**config.mk**
```make
export PLATFORM = sky130hd
export DESIGN_NAME = mem_arb2
export DESIGN_NICKNAME = d
export VERILOG_FILES = /design/src/rtl/mem_arb2.sv
export SDC_FILE = /design/constraint.sdc
export NUM_CORES = 1
export LEC_CHECK = 0
export BUFFER_PORTS_ARGS = -buffer_cell sky130_fd_sc_hd__buf_2
export CAP_MARGIN = 20
export CORE_AREA = 2 2 125 127
export DETAILED_ROUTE_END_ITERATION = 10
export DIE_AREA = 0 0 127 129
export HOLD_SLACK_MARGIN = 0.06
export PLACE_DENSITY = 0.51
export SLEW_MARGIN = 10
export SYNTH_ARGS = -nofsm -noshare
export SYNTH_HDL_FRONTEND = slang
export SYNTH_SLANG_ARGS = --single-unit
```
**constraint.sdc**
```tcl
create_clock -name clock -period 2.8 [get_ports clock]
set_input_delay 0.56 -clock clock [delete_from_list [all_inputs] [get_ports clock]]
set_output_delay 0.56 -clock clock [all_outputs]
set_load 0.01 [all_outputs]
```
**src/rtl/mem_arb2.sv**
```systemverilog
// Two-master to one-slave memory arbiter with combinational pass-through and an ordered
// owner FIFO that routes in-order read responses back to the master that issued them.
module mem_arb2 #(
    parameter int unsigned DEPTH = 4
) (
    input  logic        clock,
    input  logic        rst,

    output logic        m0_waitrequest,
    input  logic [1:0]  m0_id,
    input  logic [29:0] m0_address,
    input  logic        m0_read,
    input  logic        m0_write,
    input  logic [31:0] m0_writedata,
    input  logic [3:0]  m0_writedatamask,
    output logic [31:0] m0_readdata,
    output logic [1:0]  m0_readdataid,

    output logic        m1_waitrequest,
    input  logic [1:0]  m1_id,
    input  logic [29:0] m1_address,
    input  logic        m1_read,
    input  logic        m1_write,
    input  logic [31:0] m1_writedata,
    input  logic [3:0]  m1_writedatamask,
    output logic [31:0] m1_readdata,
    output logic [1:0]  m1_readdataid,

    input  logic        s_waitrequest,
    output logic [1:0]  s_id,
    output logic [29:0] s_address,
    output logic        s_read,
    output logic        s_write,
    output logic [31:0] s_writedata,
    output logic [3:0]  s_writedatamask,
    input  logic [31:0] s_readdata,
    input  logic [1:0]  s_readdataid
);

    localparam int unsigned PW = (DEPTH > 1) ? $clog2(DEPTH) : 1;
    localparam int unsigned CW = PW + 1;
    localparam logic [CW-1:0] CntFull = CW'(DEPTH);
    localparam logic [CW-1:0] CntOne  = CW'(1);
    localparam logic [PW-1:0] PtrOne  = PW'(1);

    // Arbitration state
    logic last_q, last_d;
    logic hold_q, hold_d;
    logic held_q, held_d;

    // Owner FIFO state
    logic [DEPTH-1:0] owner_q, owner_d;
    logic [PW-1:0]    head_q, head_d;
    logic [PW-1:0]    tail_q, tail_d;
    logic [CW-1:0]    count_q, count_d;
    logic             err_q, err_d;

    logic req0, req1;
    logic gnt_vld, gnt_idx;
    logic g_read, g_write;
    logic fifo_full, fifo_empty;
    logic issued, accept;
    logic push, pop;
    logic resp_vld, head_owner, route_ok;

    assign req0 = m0_read | m0_write;
    assign req1 = m1_read | m1_write;

    always_comb begin
        gnt_vld = 1'b0;
        gnt_idx = 1'b0;
        if (hold_q) begin
            gnt_vld = 1'b1;
            gnt_idx = held_q;
        end else if (req0 && !req1) begin
            gnt_vld = 1'b1;
            gnt_idx = 1'b0;
        end else if (req1 && !req0) begin
            gnt_vld = 1'b1;
            gnt_idx = 1'b1;
        end else if (req0 && req1) begin
            gnt_vld = 1'b1;
            gnt_idx = ~last_q;
        end
    end

    always_comb begin
        if (gnt_idx) begin
            g_read          = m1_read;
            g_write         = m1_write;
            s_id            = m1_id;
            s_address       = m1_address;
            s_writedata     = m1_writedata;
            s_writedatamask = m1_writedatamask;
        end else begin
            g_read          = m0_read;
            g_write         = m0_write;
            s_id            = m0_id;
            s_address       = m0_address;
            s_writedata     = m0_writedata;
            s_writedatamask = m0_writedatamask;
        end
    end

    assign fifo_full  = (count_q == CntFull);
    assign fifo_empty = (count_q == '0);

    // Full check uses the registered count, so a same-cycle pop never unblocks a read.
    assign s_read  = gnt_vld & g_read & ~fifo_full & ~rst;
    assign s_write = gnt_vld & g_write & ~rst;
    assign issued  = s_read | s_write;
    assign accept  = issued & ~s_waitrequest;

    assign m0_waitrequest = ~(accept & ~gnt_idx);
    assign m1_waitrequest = ~(accept & gnt_idx);

    assign resp_vld   = (s_readdataid != 2'b00);
    assign head_owner = owner_q[head_q];
    assign pop        = resp_vld & ~fifo_empty;
    assign push       = accept & s_read;
    assign route_ok   = pop & ~rst;

    assign m0_readdata   = s_readdata;
    assign m1_readdata   = s_readdata;
    assign m0_readdataid = (route_ok && !head_owner) ? s_readdataid : 2'b00;
    assign m1_readdataid = (route_ok &&  head_owner) ? s_readdataid : 2'b00;

    always_comb begin
        last_d = last_q;
        hold_d = hold_q;
        held_d = held_q;
        if (accept) begin
            last_d = gnt_idx;
            hold_d = 1'b0;
        end else if (issued) begin
            // Slave stalled an issued transfer: lock the grant until it is accepted.
            hold_d = 1'b1;
            held_d = gnt_idx;
        end
    end

    always_comb begin
        owner_d = owner_q;
        tail_d  = tail_q;
        head_d  = head_q;
        count_d = count_q;
        if (push) begin
            owner_d[tail_q] = gnt_idx;
            tail_d          = tail_q + PtrOne;
        end
        if (pop) begin
            head_d = head_q + PtrOne;
        end
        case ({push, pop})
            2'b10:   count_d = count_q + CntOne;
            2'b01:   count_d = count_q - CntOne;
            default: count_d = count_q;
        endcase
        err_d = err_q | (resp_vld & fifo_empty);
    end

    always_ff @(posedge clock) begin
        if (rst) begin
            last_q  <= 1'b1;
            hold_q  <= 1'b0;
            held_q  <= 1'b0;
            owner_q <= '0;
            head_q  <= '0;
            tail_q  <= '0;
            count_q <= '0;
            err_q   <= 1'b0;
        end else begin
            last_q  <= last_d;
            hold_q  <= hold_d;
            held_q  <= held_d;
            owner_q <= owner_d;
            head_q  <= head_d;
            tail_q  <= tail_d;
            count_q <= count_d;
            err_q   <= err_d;
        end
    end

endmodule

```
### Word level (Yosys, flattened, before mapping)

Index checks and enable logic that the tools add are counted.
Widths: inputs -> output; s select.

| cells by class | value |
|---|---|
| add/sub/neg operators | 4 |
| $lt $le $gt $ge | 3 |
| eq/ne operators | 3 |
| multiplexer cells | 22 |
| bitwise gates (word level) | 23 |
| reductions and logical operators | 14 |

Operators with widths:

| kind | number |
|---|---|
| $mux 32 | 1 |
| $mux 30 | 1 |
| $mux 1 | 12 |
| $and 1x1->1 | 11 |
| $not 1->1 | 9 |
| $logic_and 1x1->1 | 6 |
| $lt 2x3->1 const B | 2 |
| $mux 2 | 3 |
| $pmux 3 s2 | 1 |
| $add 2x1->2 const B | 2 |
| $bwmux 4 | 1 |
| $mux 4 | 1 |
| $reduce_bool 2->1 | 2 |
| $add 3x1->3 const B | 1 |
| $eq 3x3->1 const B | 1 |
| $logic_not 1->1 | 3 |
| $logic_not 3->1 | 1 |
| $or 1x1->1 | 3 |
| $sub 3x1->3 const B | 1 |
| $bmux 1 s2 | 1 |
| $demux 1 s2 | 1 |
| $eq 2x1->1 const B | 1 |
| $eq 2x2->1 const B | 1 |
| $ge 2x1->1 const B | 1 |
| other kinds (2) | 2 |

| word-level totals | value |
|---|---|
| register bits after elaboration | 14 |
| input bits | 177 |
| output and inout bits | 140 |
| logic and storage cells | 76 |

### Longest topological paths before layout

Gate-level depths: netlist of run 1.

| depth | value |
|---|---|
| depth after elaboration | 15 |
| depth in mapped cells | 12 |
| depth with buffers taken out | 10 |

### Worst setup path after synthesis of run 1

No wires, ideal clock.

| path | value |
|---|---|
| path type | input-to-reg |
| start | in m1_read |
| end | reg count_q[2] |
| setup time | 71 ps |
| arrival | 2,387 ps |
| required time | 2,729 ps |
| setup slack | 342 ps |
| cell stages on the path | 11 |
| path buffers | 1 |
| cells stage by stage | nor2_2 o311ai_2 a2111oi_4 buf_6 inv_1 ha_1 inv_1 fa_1 xor2_1 or3_1 a21oi_1 |

| between the ends | value |
|---|---|
| longest elaborated chain between the ends | 15 |
| elaborated cells on any way between the ends | 27 |
| classes of those cells | eq/ne: 2; mux: 11; bitwise: 9; reduce/logical: 5 |

Ends and longest elaborated chain:

| item | line | source |
|---|---|---|
| from (decl) | 22 | `input logic m1_read,` |
| $or 1x1->1 | 67 | `assign req1 = m1_read \| m1_write;` |
| $logic_and 1x1->1 | 81 | `end else if (req0 && req1) begin` |
| $mux 1 | 81 |  |
| $mux 1 | 78 | `end else if (req1 && !req0) begin` |
| $mux 1 | 75 | `end else if (req0 && !req1) begin` |
| $mux 1 | 72 | `if (hold_q) begin` |
| $mux 1 | 88 | `if (gnt_idx) begin` |
| $and 1x1->1 (3 in a row) | 109 | `assign s_read = gnt_vld & g_read & ~fifo_full & ~rst;` |
| $or 1x1->1 | 111 | `assign issued = s_read \| s_write;` |
| $and 1x1->1 | 112 | `assign accept = issued & ~s_waitrequest;` |
| $and 1x1->1 (*) | 120 | `assign push = accept & s_read;` |
| $eq 2x1->1 or $eq 2x2->1 (tied branches) | 154 | `case ({push, pop})` |
| $pmux 3 s2 or $reduce_bool 2->1 (tied branches) | -- |  |
| to (signal assigned) | 179 | `count_q <= count_d;` |
| to (decl) | 55 | `logic [CW-1:0] count_q, count_d;` |

Mark *: on every way between the ends. The rest lies on a longest branch, timed or not.
A chain may end at the register's enable or synchronous reset.

### Worst setup path in the final report of run 1

| path | value |
|---|---|
| start | in m0_write |
| end | out m0_waitrequest |

| between the ends | value |
|---|---|
| longest elaborated chain between the ends | 14 |
| elaborated cells on any way between the ends | 25 |
| classes of those cells | mux: 10; bitwise: 11; reduce/logical: 4 |

Ends and longest elaborated chain:

| item | line | source |
|---|---|---|
| from (decl) | 13 | `input logic m0_write,` |
| $or 1x1->1 | 66 | `assign req0 = m0_read \| m0_write;` |
| $logic_and 1x1->1 or $logic_not 1->1 (tied branches) | 81, 78 |  |
| $mux 1 or $logic_and 1x1->1 (tied branches) | 81, 78 |  |
| $mux 1 | 78 |  |
| $mux 1 | 75 |  |
| $mux 1 | 72 |  |
| $mux 1 | 88 |  |
| $and 1x1->1 (3 in a row) | 109 |  |
| $or 1x1->1 | 111 |  |
| $and 1x1->1 | 112 |  |
| $and 1x1->1 (*) | 114 | `assign m0_waitrequest = ~(accept & ~gnt_idx);` |
| $not 1->1 (*) | 114 |  |
| to (decl) | 9 | `output logic m0_waitrequest,` |

Marks and branches as above.

==> results of run 1 <==
[cells in the mapped netlist]
library cell  instances  area share
nor3_1                1      0.0023
o32a_1                1      0.0046
o31ai_1               2      0.0069
nor2_2                1      0.0029
mux2i_1               2      0.0092
nor2_1                9       0.016
o21bai_1              1      0.0035
buf_6                 2       0.010
nor2b_1               1      0.0029
o31a_1                1      0.0040
fa_1                  1      0.0092
o211ai_1              1      0.0035
nand2b_2              1      0.0040
xnor2_1               2      0.0081
a21oi_1               8       0.018
mux4_2                1       0.010
a2111oi_4             1       0.013
inv_1                 7       0.012
o21ai_1               1      0.0023
o311ai_2              1      0.0075
buf_2                 3      0.0069
a21o_1                1      0.0035
ha_1                  5       0.029
or3b_1                1      0.0040
o21ai_0               2      0.0046
o311ai_0              1      0.0040
and3_1                3      0.0087
dfxtp_1              14        0.13
a211oi_1              1      0.0035
nand2_2               1      0.0029
nand2b_1              2      0.0058
a311oi_1              4       0.016
buf_4                64        0.22
or2_2                 1      0.0029
xor2_1                3       0.012
nand2_1             208        0.36
or3_1                 1      0.0029
o21a_1                1      0.0035
o211ai_2              1      0.0058
clkbuf_1             13       0.023
[per-layer routing]
metal,track usage,part of all wire
met5,0,0
met4,0.0336,0.023
met1,0.106,0.42
met3,0.0229,0.099
met2,0.157,0.46
[cell families (layout without fill, tap and decap cells)]
kind of cell	after synthesis	after routing	share of synthesized area
compound gates	28	28	0.104
fa+ha+maj	6	6	0.0381
simple gates	230	230	0.415
mux	3	3	0.0196
buf+inv	89	239	0.274
flops	14	14	0.129
xor+xnor	5	5	0.0202
[critical path, cell delays in order]
cell and delay, ns:
buf_2 0.12, o21ai_1 0.20, o211ai_2 0.13, a211oi_1 0.34
o21bai_1 0.17, or2_2 0.30, buf_2 0.14
[placed cells by master, fill, tap and decap left out, types with 2 or more instances in the layout]
master,count
inv_1,7
buf_12,2
o21ai_0,2
clkbuf_16,3
and3_1,3
buf_2,220
nor2_1,9
nand2b_1,2
dfxtp_1,13
xnor2_1,2
a21oi_1,8
xor2_1,3
a311oi_1,4
nand2_1,208
ha_1,5
mux2i_1,2
buf_4,6
[where the power goes]
part	internal (mW)	switching, mW
Combinational	0.470	0.633
Clock	0.217	0.0877
Sequential	0.235	0.0370
[area by class of cell]
type                            count  area [um^2]
Tap cell                          188          235
Multi-Input combinational cell    272         1310
Sequential cell                    14          282
Clock buffer                        4         88.8
Timing Repair Buffer              228         1190
Inverter                            7         26.3
Fill cell                        1748        11800
[stage by stage]
stage / instances / instance area, um^2
finish: 713 / 3130
global route: 713 / 3130
CTS: 713 / 3130
detailed placement: 709 / 3040
global placement: 709 / 3040
floorplan: 375 / 2170
[flip-flops by register name (all words and copies together) (netlist names)]
| signal | count |
|---|---|
| owner_q | 4 |
| count_q | 3 |
| head_q | 2 |
| tail_q | 2 |
| held_q | 1 |
| hold_q | 1 |
| last_q | 1 |
[what timing repair did]
action                                  in CTS  in global routing
gates resized for setup                      0                  1
endpoints found under the setup margin       0                  1
endpoints found under the hold margin        0                  0
[path summary, 6_finish.rpt]
path | from | end | slack [ns] | cells past startpoint
setup / recovery | m0_write | m0_waitrequest | 0.28 | 7
hold reg to reg | count_q[2] | count_q[2] | 0.50 | 2
hold / removal | count_q[2] | count_q[2] | 0.50 | 2
setup reg to reg | hold_q | count_q[2] | 0.51 | 9
==> metrics, run 1 <==
status=finished clean; CP startpoint kind=primary input; CTS sink count=14; Worst-Skew Late Latency=0.25 ns; core area=15000 um^2; vias in the first global route=2500; setup ws final=0.280 ns; nature of the critical path endpoint=output port; Final min period=2.52 ns; TritonCTS buffer count=3; hpwl dp=6660 um; CTS tree=done; Synth Warn #=0; vias after detailed routing=2635; total track usage=0.0896; IO Port Bufs=220; clock transition at the registers of the reported paths=0.05 ns; Min Hold Slack=0.504 ns; Final period util=0.900; Max IR drop VDD=210 uV; worst-margin pin slew=0.357 ns; sequential area share after synthesis=0.129; share of cells above drive strength 1=0.463; post-CTS setup buffers=0; Antenna diodes=0; synthesized flop and latch total=14; drt initial violations=97; DR WL/cell=11.3 um; max-cap check violation count=0; fmax=397 MHz; relative slew slack=0.762; final WL=8040 um; DR vias/cell=3.70; top-level port count=317; starting density of the core=0.145; Final Hold Viols=0; Pins Over Slew Limit=0; die width=127 um; largest net degree at the start of global routing=58; area delta synth->final=44.3%; Layout Nets=709; Pwr Density=537 nW/um^2; Synth Cell Area=2170 um^2; Worst Path Class, Setup=in2out; Layout Skew=0.00253 ns; Setup TNS=0 ns; DRT Pass-1 Iters=4; Post-Syn Instances=375; CP max FO=4; Worst EP arrival=1.96 ns; syn_nets=558; die height=129 um; Remaining Overflow, GRT=0; setup violators final=0; P_leak=1.88 nW; Die Footprint=16400 um^2; Distinct cells, synth=40; first-pass GRT wire length=11900 um; DRC viols=0; Avg Synthesized Cell Area=5.78 um^2; DP Worst Slack=0.235 ns; FP Rows=45; Hold/Removal Path Class=reg2reg; Util after Layout=0.209; antenna-violating nets left=0; clk buf depth=2; Final Power=1.68 mW; RSZ-0062 raised after global routing=no; Worst EP required=2.24 ns; CTS H-Tree Depth=1; # hold bufs at CTS=0; initial antenna violation count=0; RD Place Congestion=0.777; root buffer cell=clkbuf_16
No activity file was read; power rests on OpenSTA's default activity.
==> inputs of run 2 (changes only) <==
--- a/config.mk
+++ b/config.mk
@@ -5,13 +5,13 @@
 export SDC_FILE = /design/constraint.sdc
 export NUM_CORES = 1
 export LEC_CHECK = 0
+export ABC_AREA = 1
 export BUFFER_PORTS_ARGS = -buffer_cell sky130_fd_sc_hd__buf_2
 export CAP_MARGIN = 20
-export CORE_AREA = 2 2 125 127
+export CORE_AREA = 2 2 124 126
 export DETAILED_ROUTE_END_ITERATION = 10
-export DIE_AREA = 0 0 127 129
+export DIE_AREA = 0 0 126 128
 export HOLD_SLACK_MARGIN = 0.06
-export PLACE_DENSITY = 0.51
 export SLEW_MARGIN = 10
 export SYNTH_ARGS = -nofsm -noshare
 export SYNTH_HDL_FRONTEND = slang
==> run 2 against run 1 <==
Register-to-register slack better by 0.14 ns. Final cell count up 5.5%. Clock skew up 0.0030 ns. Power up 12%.
==> metrics, run 2 <==
status=finished clean; Pwr Density=594 nW/um^2 (+11%); Final Hold Viols=0 (unchanged); setup violators final=0 (unchanged); relative slew slack=0.751 (-0.0109); Final Power=1.88 mW (+12%); Synth area leader=nand2_1; Layout Nets=748 (+5.5%); clk buf depth=2 (unchanged); initial antenna violation count=1 (+1); # hold bufs at CTS=0 (unchanged); CTS tree=done; FP Rows=45 (unchanged); Layout Skew=0.00548 ns (+0.00295 ns); Distinct cells, synth=23 (-43%); most common cell after layout, fill and taps aside=nand2_1; TritonCTS buffer count=3 (unchanged); Antenna diodes=0 (unchanged); Worst Path Class, Setup=in2out; top cells by area, synth=nand2_1 38%, buf_4 23%, dfxtp_1 13%; Min Hold Slack=0.476 ns (-0.0274 ns); setup ws final=0.407 ns (+0.126 ns); antenna-violating nets left=0 (unchanged); Synth Cell Area=2220 um^2 (+2.5%); Die Footprint=16100 um^2 (-1.6%); top-level port count=317 (unchanged); r2r setup slk=0.65 ns (+0.14 ns); fmax=418 MHz (+5.3%); drt initial violations=119 (+23%); Min-Delay Path Depth=2 (unchanged); Setup TNS=0 ns (unchanged); non-filler cells, final=752 (+5.5%); P_leak=2.00 nW (+6.3%); core area=14900 um^2 (-0.75%); Comb pwr share=0.696 (+0.039); DP Worst Slack=0.352 ns (+0.116 ns); DR vias/cell=3.85 (+4.3%); CTS H-Tree Depth=1 (unchanged); DRC viols=0 (unchanged); clock transition at the registers of the reported paths=0.04 ns (about the same); max reg flops=4 (unchanged); synthesized flop and latch total=14 (unchanged); sequential area share after synthesis=0.126 (-0.00313); IO Port Bufs=220 (unchanged); area delta synth->final=42.5%; first-pass GRT wire length=14200 um (+19%); Internal=0.960 mW (+4.1%); Final period util=0.855 (-0.0451); share of cells above drive strength 1=0.436 (-0.0267); worst-margin pin slew=0.374 ns (+0.0169 ns); Post-synth top cells=223 x nand2_1, 67 x buf_4, 24 x inv_1, 18 x nor2_1, 14 x dfxtp_1; Final Cell Area=3170 um^2 (+1.2%); number of synthesized flops with an enable pin=0 (unchanged); largest net degree at the start of global routing=75 (+29%); CP max FO=33 (+29); Top FF cell, synth=dfxtp_1; nature of the critical path endpoint=output port; FF-to-FF path depth=15 (+6); # fillers=1744 (-0.23%); Switch Pwr=0.920 mW (+21%); starting density of the core=0.149 (+0.00472); die height=128 um (-0.78%); Sw Ratio=0.489 (+0.0382); hpwl dp=8360 um (+25%); Worst EP required=2.24 ns (about the same); vias in the first global route=2591 (+3.6%); # resized after CTS=0 (unchanged); Max IR drop VDD=396 uV (+88%); CTS sink count=14 (unchanged); Avg Synthesized Cell Area=5.39 um^2 (-6.7%); share of the synthesized area in the top cell type=0.377 (+0.0166); Flop pwr share=0.143 (-0.019); syn_nets=595 (+6.6%); Regs by FF count=owner_q: 4 flops, count_q: 3 flops; post-CTS setup buffers=0 (unchanged); total track usage=0.112 (+0.0223); Synth Warn #=0 (unchanged); DRT Pass-1 Iters=5 (+1); Util after Layout=0.213 (+0.00411); DR WL/cell=13.4 um (+18%); Clock power frac=0.161 (-0.020); final WL=10000 um (+25%); Pins Over Slew Limit=0 (unchanged); CP startpoint kind=primary input; Final min period=2.39 ns (-0.126 ns); vias after detailed routing=2898 (+10%); Post-Syn Instances=412 (+9.9%); Post-DP Area=3080 um^2 (+1.3%); Worst EP arrival=1.83 ns (-0.13 ns); register with the most flip-flops=owner_q; Hold/Removal Path Class=reg2reg; RSZ-0062 raised after global routing=no; RD Place Congestion=0.793 (+2.0%); Remaining Overflow, GRT=0 (unchanged); commonest non-fill, non-tap cells in the layout=223 x nand2_1, 220 x buf_2, 24 x inv_1, 18 x nor2_1, 14 x dfxtp_1; max-cap check violation count=0 (unchanged); most frequent cell after synthesis=nand2_1; die width=126 um (-0.79%); Inst Count DP=748 (+5.5%); root buffer cell=clkbuf_16; Worst-Skew Late Latency=0.25 ns (about the same); fraction of registers with async set/reset=0 (unchanged)
==> run 2: power groups by stage <==
stage               Sequential [mW]  Clock (mW)  Combinational, mW
floorplan                     0.265           0              0.858
CTS                           0.269       0.310               1.32
global placement              0.270           0               1.32
detailed placement            0.272           0               1.31
global route                  0.274       0.317               1.46
finish                        0.269       0.303               1.31
==> run 2: final cells by class <==
| class | instances | area [um^2] | share of cell area |
|---|---|---|---|
| tap | 188 | 235 | 0.0743 |
| timing repair buffer | 228 | 1190 | 0.375 |
| clock buffer | 4 | 88.8 | 0.0281 |
| inverter | 26 | 97.6 | 0.0308 |
| sequential | 14 | 280 | 0.0885 |
| multi-input combinational | 292 | 1280 | 0.404 |
==> run 2: kinds of logic (layout without fill, tap and decap cells) <==
| group | count (synthesis) | in the layout | synth area share |
|---|---|---|---|
| AOI/OAI and AO/OA | 22 | 22 | 0.0529 |
| DFF | 14 | 14 | 0.126 |
| and+or+nand+nor | 264 | 264 | 0.485 |
| buffers and inverters | 106 | 258 | 0.299 |
| adders and majority gates | 6 | 6 | 0.0372 |
==> run 2: final timing paths <==
check	end	start
max	s_writedata[29]	m0_write
min	owner_q[2]	owner_q[2]
max reg2reg	count_q[2]	last_q
min reg2reg	owner_q[2]	owner_q[2]
==> run 2: worst max-delay path, cell delays in order <==
cell	delay, ns
buf_2	0.10
inv_1	0.06
nand2_1	0.06
nand2_2	0.10
nand3_4	0.11
inv_2	0.30
buf_12	0.24
nand2_1	0.07
nand2_1	0.08
buf_2	0.14
==> run 2: layer usage <==
metal / global-route usage / routed length [um] / part of all wire / up-vias
met4: 0.0194 / 109 / 0.011 / 2
met2: 0.179 / 4520 / 0.45 / 216
met5: 0.00929 / 13 / 0.0013 / -
met1: 0.140 / 4030 / 0.40 / 1180
li1: - / - / - / 1486
met3: 0.0497 / 1370 / 0.14 / 14
==> inputs of run 3 (changes only) <==
--- a/config.mk
+++ b/config.mk
@@ -8,9 +8,10 @@
 export ABC_AREA = 1
 export BUFFER_PORTS_ARGS = -buffer_cell sky130_fd_sc_hd__buf_2
 export CAP_MARGIN = 20
-export CORE_AREA = 2 2 124 126
+export CORE_AREA = 5 5 120 122
+export CTS_BUF_LIST = sky130_fd_sc_hd__clkbuf_8
 export DETAILED_ROUTE_END_ITERATION = 10
-export DIE_AREA = 0 0 126 128
+export DIE_AREA = 0 0 125 127
 export HOLD_SLACK_MARGIN = 0.06
 export SLEW_MARGIN = 10
 export SYNTH_ARGS = -nofsm -noshare
==> run 3 against run 2 <==
Global-route usage is 0.20 points higher. First-iteration DRC count is 20% lower. Register-to-register slack better by 0.02 ns. Die area is 1.6% lower. Clock power is 35% lower. Core utilization is 2.2 points higher. Critical endpoint is now s_address[16]. Largest cell class unchanged. Largest power group unchanged.
==> metrics, run 3 (synthesis results as in run 2) <==
DP Worst Slack=0.338 ns (-0.0133 ns); worst-margin pin slew=0.406 ns (+0.0327 ns); CTS tree=done; Die Footprint=15900 um^2 (-1.6%); Min-Delay Path Depth=2 (unchanged); TritonCTS buffer count=3 (unchanged); Worst Path Class, Setup=in2out; commonest non-fill, non-tap cells in the layout=223 x nand2_1, 220 x buf_2, 24 x inv_1, 18 x nor2_1, 14 x dfxtp_1; DR vias/cell=3.87 (+0.48%); CP startpoint kind=primary input; clock transition at the registers of the reported paths=0.06 ns (+0.02 ns); critical path's largest stage delay=0.37 ns (+0.07 ns); largest net degree at the start of global routing=70 (-6.7%); final WL=10100 um (+0.83%); worst hold endpoint=last_q; die width=125 um (-0.79%); IO Port Bufs=220 (unchanged); Hold/Removal Path Class=reg2reg; nature of the critical path endpoint=output port; Worst-Skew Late Latency=0.24 ns (about the same); total track usage=0.114 (+0.00199); register with the most flip-flops=owner_q; Inst Count DP=732 (-2.1%); root buffer cell=clkbuf_8; Final Hold Viols=0 (unchanged); Setup TNS=0 ns (unchanged); most common cell after layout, fill and taps aside=nand2_1; initial antenna violation count=0 (-1); FF-to-FF path depth=13 (-2); CTS H-Tree Depth=1 (unchanged); non-filler cells, final=736 (-2.1%); CTS sink count=14 (unchanged); Layout Nets=744 (-0.53%); starting density of the core=0.170 (+0.0203); DRT Pass-1 Iters=4 (-1); relative slew slack=0.729 (-0.0218); vias after detailed routing=2850 (-1.7%); area delta synth->final=38.3%; post-CTS setup buffers=0 (unchanged); Pwr Density=564 nW/um^2 (-5.0%); Layout Skew=0.00113 ns (-0.00435 ns); Worst EP arrival=1.79 ns (-0.04 ns); status=finished clean; RR Startpoint=hold_q; core area=13100 um^2 (-12%); share of cells above drive strength 1=0.432 (-0.00403); # resized after CTS=0 (unchanged); Antenna diodes=0 (unchanged); max-cap check violation count=0 (unchanged); Remaining Overflow, GRT=0 (unchanged); top-level port count=317 (unchanged); Final min period=2.35 ns (-0.0402 ns); RSZ-0062 raised after global routing=no; FP Rows=42 (-6.7%); RR Endpoint=count_q[2]; CP max FO=41 (+24%); r2r setup slk=0.67 ns (+0.02 ns); Final period util=0.840 (-0.0144); Regs by FF count=owner_q: 4 flops, count_q: 3 flops; RD Place Congestion=0.879 (+11%); Pins Over Slew Limit=0 (unchanged); # hold bufs at CTS=0 (unchanged); worst-path cell with the longest stage delay=buf_4; clk buf depth=2 (unchanged); drt initial violations=95 (-20%); DR WL/cell=13.8 um (+3.0%); vias in the first global route=2675 (+3.2%); setup ws final=0.447 ns (+0.0402 ns); hpwl dp=8620 um (+3.2%); DRC viols=0 (unchanged); fmax=425 MHz (+1.7%); Worst EP required=2.24 ns (about the same); Min Hold Slack=0.457 ns (-0.0193 ns); P_leak=1.96 nW (-2.1%); Hold Startpoint=last_q; antenna-violating nets left=0 (unchanged); crit-path cells=buf_2 -> inv_1 -> nand3_2 -> nand3_4 -> buf_4 -> nand2_1 -> nand2_1 -> buf_2; Max IR drop VDD=564 uV (+42%); first-pass GRT wire length=14900 um (+4.4%); die height=127 um (-0.78%); setup violators final=0 (unchanged); max reg flops=4 (unchanged)
-- run 3: cell count changes in the layout (fill, tap and decap cells not counted), sizes merged --
cell | previous run | this run
buf | 228 | 224
-- run 3: worst max-delay path by stage --
stage	from	endpoint	slack [ns]
CTS	m1_write	s_address[16]	0.44
global route	m1_write	s_address[16]	0.32
finish	m1_write	s_address[16]	0.45
global placement	m0_write	count_q[2]	0.37
detailed placement	m0_write	count_q[2]	0.34
floorplan	m1_write	count_q[2]	0.60
-- run 3: critical path: cells and delay by family --
| family | cells | cell delay, ns |
|---|---|---|
| buffers and inverters | 4 | 0.68 |
| and+or+nand+nor | 4 | 0.52 |
-- run 3: final cells by class --
| cell class | instances | area (um^2) |
|---|---|---|
| tap | 176 | 220 |
| sequential | 14 | 280 |
| multi-input combinational | 292 | 1280 |
| inverter | 26 | 97.6 |
| fill | 1516 | 10000 |
| timing repair buffer | 224 | 1140 |
| clock buffer | 4 | 55.1 |
-- run 3: through the flow --
step | area (um^2) | total power, mW | util
6_report | 3070 | 1.73 | 0.235
5_1_grt | 3070 | 1.92 | 0.235
4_1_cts | 3070 | 1.77 | 0.235
3_5_place_dp | 3020 | 1.56 | 0.231
3_3_place_gp | 3020 | 1.56 | 0.231
2_1_floorplan | 2220 | 1.12 | -
-- run 3: metal layers --
layer | track usage | wire length, um | up-vias
met1 | 0.140 | 4110 | 1176
met2 | 0.189 | 4760 | 190
met5 | 0 | 0 | -
li1 | - | - | 1478
met4 | 0.0204 | 69 | 0
met3 | 0.0484 | 1190 | 6
-- run 3: power by group --
| group | total [mW] | internal [mW] | switching [mW] | leakage, nW |
|---|---|---|---|---|
| registers | 0.269 | 0.240 | 0.0290 | 0.115 |
| logic | 1.27 | 0.471 | 0.798 | 1.82 |
| clock network | 0.196 | 0.124 | 0.0720 | 0.0288 |
